==> config.mk <==
export PLATFORM = sky130hd
export DESIGN_NAME = execute_stage
export DESIGN_NICKNAME = d
export VERILOG_FILES = /design/src/rtl/execute_stage.sv
export SDC_FILE = /design/constraint.sdc
export NUM_CORES = 1
export LEC_CHECK = 0
export CORE_ASPECT_RATIO = 1.4
export CORE_MARGIN = 1
export CORE_UTILIZATION = 47
export CTS_CLUSTER_SIZE = 40
export DETAILED_ROUTE_END_ITERATION = 16
export MAX_ROUTING_LAYER = met4
export PLACE_DENSITY = 0.82
export SYNTH_ARGS = -nofsm -noshare
export SYNTH_HDL_FRONTEND = slang
export SYNTH_SLANG_ARGS = --single-unit
==> constraint.sdc <==
create_clock -name clock -period 3.13 [get_ports clock]
set_input_delay 0.313 -clock clock [delete_from_list [all_inputs] [get_ports clock]]
set_output_delay 0.313 -clock clock [all_outputs]
set_load 0.1 [all_outputs]
==> src/rtl/execute_stage.sv <==
// execute_stage: EX stage of the 5-stage RV32I-format pipeline.
//   Single-cycle ALU ops (add/sub/and/or/addi), lw/sw address generation and
//   beq resolution land in the EX_MEM register at the next edge. sll/sra with
//   a non-zero shift amount use a 1-bit-per-cycle serial shifter. ex_stall is
//   held high while the shift runs so that upstream stages hold.
// Ports:
//   clock, reset            rising-edge clock, synchronous active-high reset
//   *_control               one-hot op select from the controller
//   A/B_ID_EX_data          source operands (B also supplies store data and shamt)
//   ID_EX_immediate_data    sign-extended immediate
//   ID_EX_destination_reg   rd
//   ID_EX_pc                PC of the instruction in EX
//   EX_MEM_*                registered EX_MEM pipeline outputs
//   branch_taken/target     registered beq resolution (one-cycle pulse)
//   ex_stall                high while the serial shift is in progress
module execute_stage #(
  parameter int DATA_WIDTH  = 32,
  parameter int ADDR_WIDTH  = 10,
  parameter int SHAMT_WIDTH = 5
) (
  input  logic                  clock,
  input  logic                  reset,
  input  logic                  add_control,
  input  logic                  sub_control,
  input  logic                  and_control,
  input  logic                  or_control,
  input  logic                  addi_control,
  input  logic                  sll_control,
  input  logic                  sra_control,
  input  logic                  beq_control,
  input  logic                  sw_control,
  input  logic                  lw_control,
  input  logic [DATA_WIDTH-1:0] A_ID_EX_data,
  input  logic [DATA_WIDTH-1:0] B_ID_EX_data,
  input  logic [DATA_WIDTH-1:0] ID_EX_immediate_data,
  input  logic [4:0]            ID_EX_destination_reg,
  input  logic [ADDR_WIDTH-1:0] ID_EX_pc,
  output logic [DATA_WIDTH-1:0] EX_MEM_alu_result,
  output logic [DATA_WIDTH-1:0] EX_MEM_store_data,
  output logic [4:0]            EX_MEM_destination_reg,
  output logic                  EX_MEM_reg_write,
  output logic                  EX_MEM_mem_read,
  output logic                  EX_MEM_mem_write,
  output logic                  branch_taken,
  output logic [ADDR_WIDTH-1:0] branch_target,
  output logic                  ex_stall
);

  typedef enum logic {IDLE, SHIFT} state_t;

  typedef struct packed {
    logic [DATA_WIDTH-1:0] alu_result;
    logic [DATA_WIDTH-1:0] store_data;
    logic [4:0]            rd;
    logic                  reg_write;
    logic                  mem_read;
    logic                  mem_write;
    logic                  branch_taken;
    logic [ADDR_WIDTH-1:0] branch_target;
  } ex_mem_t;

  state_t                 state, state_nxt;
  ex_mem_t                ex_mem, ex_mem_nxt;
  logic [DATA_WIDTH-1:0]  sh_val, sh_val_nxt, sh_step;
  logic [SHAMT_WIDTH-1:0] sh_cnt, sh_cnt_nxt;
  logic [4:0]             sh_rd, sh_rd_nxt;
  logic                   sh_sra, sh_sra_nxt;

  logic [9:0]             ctrl;
  logic                   one_hot;
  logic [SHAMT_WIDTH-1:0] shamt;
  logic [DATA_WIDTH-1:0]  addr_sum;

  assign ctrl    = {lw_control, sw_control, beq_control, sra_control, sll_control,
                    addi_control, or_control, and_control, sub_control, add_control};
  // Exactly one bit set: non-zero and clearing the lowest set bit leaves nothing.
  assign one_hot  = (ctrl != 10'd0) && ((ctrl & (ctrl - 10'd1)) == 10'd0);
  assign shamt    = B_ID_EX_data[SHAMT_WIDTH-1:0];
  assign addr_sum = A_ID_EX_data + ID_EX_immediate_data;
  // One serial step: sra replicates the sign bit, sll zero-fills.
  assign sh_step  = sh_sra ? {sh_val[DATA_WIDTH-1], sh_val[DATA_WIDTH-1:1]}
                           : {sh_val[DATA_WIDTH-2:0], 1'b0};

  always_comb begin
    state_nxt  = state;
    ex_mem_nxt = '0;
    sh_val_nxt = sh_val;
    sh_cnt_nxt = sh_cnt;
    sh_rd_nxt  = sh_rd;
    sh_sra_nxt = sh_sra;
    case (state)
      IDLE: begin
        if (one_hot) begin
          ex_mem_nxt.rd        = ID_EX_destination_reg;
          ex_mem_nxt.reg_write = 1'b1;
          if (add_control)       ex_mem_nxt.alu_result = A_ID_EX_data + B_ID_EX_data;
          else if (sub_control)  ex_mem_nxt.alu_result = A_ID_EX_data - B_ID_EX_data;
          else if (and_control)  ex_mem_nxt.alu_result = A_ID_EX_data & B_ID_EX_data;
          else if (or_control)   ex_mem_nxt.alu_result = A_ID_EX_data | B_ID_EX_data;
          else if (addi_control) ex_mem_nxt.alu_result = addr_sum;
          else if (lw_control) begin
            ex_mem_nxt.alu_result = addr_sum;
            ex_mem_nxt.mem_read   = 1'b1;
          end else if (sw_control) begin
            ex_mem_nxt.alu_result = addr_sum;
            ex_mem_nxt.store_data = B_ID_EX_data;
            ex_mem_nxt.mem_write  = 1'b1;
            ex_mem_nxt.reg_write  = 1'b0;
          end else if (beq_control) begin
            ex_mem_nxt.reg_write     = 1'b0;
            ex_mem_nxt.branch_taken  = (A_ID_EX_data == B_ID_EX_data);
            ex_mem_nxt.branch_target = ID_EX_pc + ID_EX_immediate_data[ADDR_WIDTH-1:0];
          end else if (shamt == '0) begin
            ex_mem_nxt.alu_result = A_ID_EX_data;
          end else begin
            // Multi-cycle shift: latch operands and emit a bubble this edge.
            ex_mem_nxt = '0;
            state_nxt  = SHIFT;
            sh_val_nxt = A_ID_EX_data;
            sh_cnt_nxt = shamt;
            sh_rd_nxt  = ID_EX_destination_reg;
            sh_sra_nxt = sra_control;
          end
          if (ID_EX_destination_reg == 5'd0) ex_mem_nxt.reg_write = 1'b0;
        end
      end
      SHIFT: begin
        sh_val_nxt = sh_step;
        sh_cnt_nxt = sh_cnt - SHAMT_WIDTH'(1);
        if (sh_cnt == SHAMT_WIDTH'(1)) begin
          ex_mem_nxt.alu_result = sh_step;
          ex_mem_nxt.rd         = sh_rd;
          ex_mem_nxt.reg_write  = (sh_rd != 5'd0);
          state_nxt             = IDLE;
        end
      end
      default: state_nxt = IDLE;
    endcase
  end

  always_ff @(posedge clock) begin
    if (reset) begin
      state  <= IDLE;
      ex_mem <= '0;
      sh_val <= '0;
      sh_cnt <= '0;
      sh_rd  <= '0;
      sh_sra <= 1'b0;
    end else begin
      state  <= state_nxt;
      ex_mem <= ex_mem_nxt;
      sh_val <= sh_val_nxt;
      sh_cnt <= sh_cnt_nxt;
      sh_rd  <= sh_rd_nxt;
      sh_sra <= sh_sra_nxt;
    end
  end

  assign EX_MEM_alu_result      = ex_mem.alu_result;
  assign EX_MEM_store_data      = ex_mem.store_data;
  assign EX_MEM_destination_reg = ex_mem.rd;
  assign EX_MEM_reg_write       = ex_mem.reg_write;
  assign EX_MEM_mem_read        = ex_mem.mem_read;
  assign EX_MEM_mem_write       = ex_mem.mem_write;
  assign branch_taken           = ex_mem.branch_taken;
  assign branch_target          = ex_mem.branch_target;
  assign ex_stall               = (state == SHIFT);

endmodule

==> results.sh <==
export IMPL_place_area_um2=16800
export IMPL_cts_sinks=127
export IMPL_r2r_cells=5
export IMPL_synth_edf_count=0
export IMPL_crit_chain="clkdlybuf4s50_1, inv_1, ha_4, nor2b_1, nor4_4, a211oi_4, a211oi_4, o21ai_2, buf_4, and2_4, a31oi_2, xor2_1, a21oi_1, o31ai_1, buf_4"
export IMPL_cp_required_ns=3.53
export IMPL_hold_violations=0
export IMPL_drt_met1_wl_mm=19.3
export IMPL_ant_nets=0
export IMPL_place_congestion=1.03
export IMPL_synth_seq_area_share=0.213
export IMPL_ys_ff_latch=127
export IMPL_area_growth_pct=53.1
export IMPL_cts_tree="yes"
export IMPL_drc=0
export IMPL_ys_warn_count=0
export IMPL_crit_family="compound AO/OA/AOI/OAI gates"
export IMPL_post_route_period_util=0.985
export IMPL_vias=14300
export IMPL_reg2reg_to="EX_MEM_alu_result[17]"
export IMPL_synth_area_um2=11900
export IMPL_antenna_found_initial=0
export IMPL_worstPathArrival_ns=3.48
export IMPL_drt_iter0_drc=1340
export IMPL_routed_top_layer="met4"
export IMPL_worst_slew_pin_slew_ns=1.01
export IMPL_clk_path_buf_depth=2
export IMPL_worstHoldPathCells=2
export IMPL_core_area_um2=24800
export IMPL_postCtsHoldBufs=0
export IMPL_synth_avg_cell_area_um2=7.69
export IMPL_via_per_inst=5.98
export IMPL_syn_nets=1816
export IMPL_fill_cells=1886
export IMPL_r2r_start="ex_stall"
export IMPL_die_area_um2=26000
export IMPL_finalClockSkew_ns=0.00765
export IMPL_leakagePower_uw=0.00798
export IMPL_num_io_pins=207
export IMPL_peakVddDrop_uv=469
export IMPL_final_cells=2392
export IMPL_synth_flop_cell="dfxtp_1"
export IMPL_ys_async_sr_fraction=0
export IMPL_max_slew_margin=0.321
export IMPL_power_density_nw_per_um2=344
export IMPL_maxCapViolations=0
export IMPL_grt_pass1_wl_mm=76.9
export IMPL_end_kind="register"
export IMPL_cts_buffers_inserted=17
export IMPL_drt_wl_total_mm=51.2
export IMPL_r2r_slack_ns=1.15
export IMPL_critPathMaxFanout=5
export IMPL_postLayoutCoreUtil=0.738
export IMPL_fin_area_um2=18300
export IMPL_slew_violations=0
export IMPL_post_synth_top_area_fraction=0.213
export IMPL_h_tree_depth=4
export IMPL_clock_latency_ns=0.44
export IMPL_wl_met3_mm=3.14
export IMPL_hold_start="B_ID_EX_data[18]"
export IMPL_root_buffer="clkbuf_16"
export IMPL_die_x_um=137
export IMPL_dp_cells=2346
export IMPL_crit_type="in2reg"
export IMPL_synth_cell_type_count=88
export IMPL_netlist_top_cells_area="dfxtp_1 (21%), ha_1 (14%), a21oi_1 (6.8%)"
export IMPL_wl_per_cell_um=21.4
export IMPL_die_y_um=191
export IMPL_worst_path_max_delay_cell="clkdlybuf4s50_1"
export IMPL_diodes=0
export IMPL_io_buffer_count=206
export IMPL_nNetsFinal=2328
export IMPL_path_clk_slew_ns=0.07
export IMPL_cp_slowest_stage_delay_ns=0.54
export IMPL_first_pass_iters=6
export IMPL_cp_start_kind="input port"
export IMPL_wl_met2_mm=25.7
export IMPL_min_period_ns=3.08
export IMPL_status="finished clean"
export IMPL_crit_buf_inv=4
export IMPL_hold_ws_ns=0.148
export IMPL_rows=68
export IMPL_dp_hpwl_mm=39.3
export IMPL_hold_class="in2reg"
export IMPL_hold_end="EX_MEM_store_data[18]"
export IMPL_grtUsageTotal=0.400
export IMPL_overflow=0
export IMPL_synthCells=1552
export IMPL_grt_max_degree=65
export IMPL_initial_core_util=0.482
export IMPL_drive_gt1_frac=0.265
export IMPL_setup_violations=0
export IMPL_synth_top_area_cell="dfxtp_1"
export IMPL_grt_pass1_vias=14400
export IMPL_fmax_mhz=324
-- worst reg2reg max path: cells and delay by family, from the launching register on --
family	cells	cell delay [ns]
compound gates	2	0.59
simple gates	3	0.90
flops	1	0.44
-- through the flow --
step	worst slack (ns)	TNS (ns)	total power, µW
detailed placement	-0.912	-22.40	3780
global placement	-0.962	-17.64	3760
CTS	0.00145	0	6120
finish	0.0460	0	6270
floorplan	0.144	0	2770
global route	-0.0592	-0.180	6510
-- cells in the mapped netlist (11+ instances only) --
cell type and number:
a21oi_1 161, nor2_1 147, ha_1 137, dfxtp_1 127
inv_1 111, clkbuf_1 79, a211oi_1 78, nand2_1 77
xnor2_1 64, o21ai_0 56, nor3_1 37, and2_1 36
mux2i_1 35, a21o_1 29, a221oi_1 25, a31oi_1 21
nand3_1 18, nor2b_1 18, o21bai_1 18, xor2_1 17
o31ai_1 15, nand2b_1 13, o211ai_1 12, o22ai_1 12
nor4_1 11
-- kinds of logic (layout without fill, tap and decap cells) --
logic type | Yosys count | after routing | share of synthesized area
adder cells (fa/ha/maj) | 142 | 142 | 0.151
AO/OA/AOI/OAI | 534 | 534 | 0.303
buffers and inverters | 210 | 735 | 0.0685
multiplexers | 40 | 40 | 0.0341
XOR/XNOR | 82 | 82 | 0.0608
flip-flops | 127 | 127 | 0.213
AND/OR/NAND/NOR | 417 | 417 | 0.169
-- worst max path at each step --
stage                            endpoint  cells after the start        startpoint
floorplan           EX_MEM_alu_result[28]                     13  A_ID_EX_data[18]
global placement    EX_MEM_alu_result[24]                     13  B_ID_EX_data[19]
detailed placement  EX_MEM_alu_result[28]                     13  B_ID_EX_data[19]
CTS                 EX_MEM_alu_result[19]                     12   A_ID_EX_data[2]
global route        EX_MEM_alu_result[30]                     14  A_ID_EX_data[15]
finish              EX_MEM_alu_result[27]                     15   B_ID_EX_data[5]
-- repair_timing --
action                     4_1_cts  5_1_grt
resized for setup               71      103
pin swaps                       23       40
setup endpoints to repair       18       17
buffers inserted                 4       11
-- where the power goes --
group / internal [µW] / total, µW / switching (µW) / leakage, µW
registers: 1620 / 1620 / 0.949 / 0.00102
clock network: 1440 / 2290 / 845 / 0.000311
logic: 1150 / 2370 / 1220 / 0.00664
-- layer usage --
layer	up-vias	track usage
met5	-	-
met4	0	0.241
met3	186	0.0619
met2	649	0.679
met1	6783	0.437
li1	6683	-
-- cell usage in the layout, fill, tap and decap left out, types with 17 or more instances in the layout --
master           instances
nand3_1                 17
buf_4                  386
nor2b_1                 17
ha_4                    17
a221oi_1                20
a21o_1                  29
xor2_1                  17
o21bai_1                18
inv_1                  104
nor3_1                  32
nand2_1                 77
a21oi_1                147
dfxtp_1                125
mux2i_1                 35
dlymetal6s2s_1          18
nor2_1                 145
clkbuf_16               17
a211oi_1                74
o21ai_0                 48
and2_1                  35
clkdlybuf4s50_1        165
xnor2_1                 64
ha_1                   119
-- area by class of cell --
cell class,count,area [µm²],area share
flip-flops and latches,127,2540,0.139
clock buffers,20,447,0.0245
inverters,113,424,0.0232
well taps,315,394,0.0216
clock inverters,12,209,0.0114
repair buffers,590,5010,0.274
multi-input cells,1215,9240,0.506
Note: power is estimated with default switching activity, not from simulation.
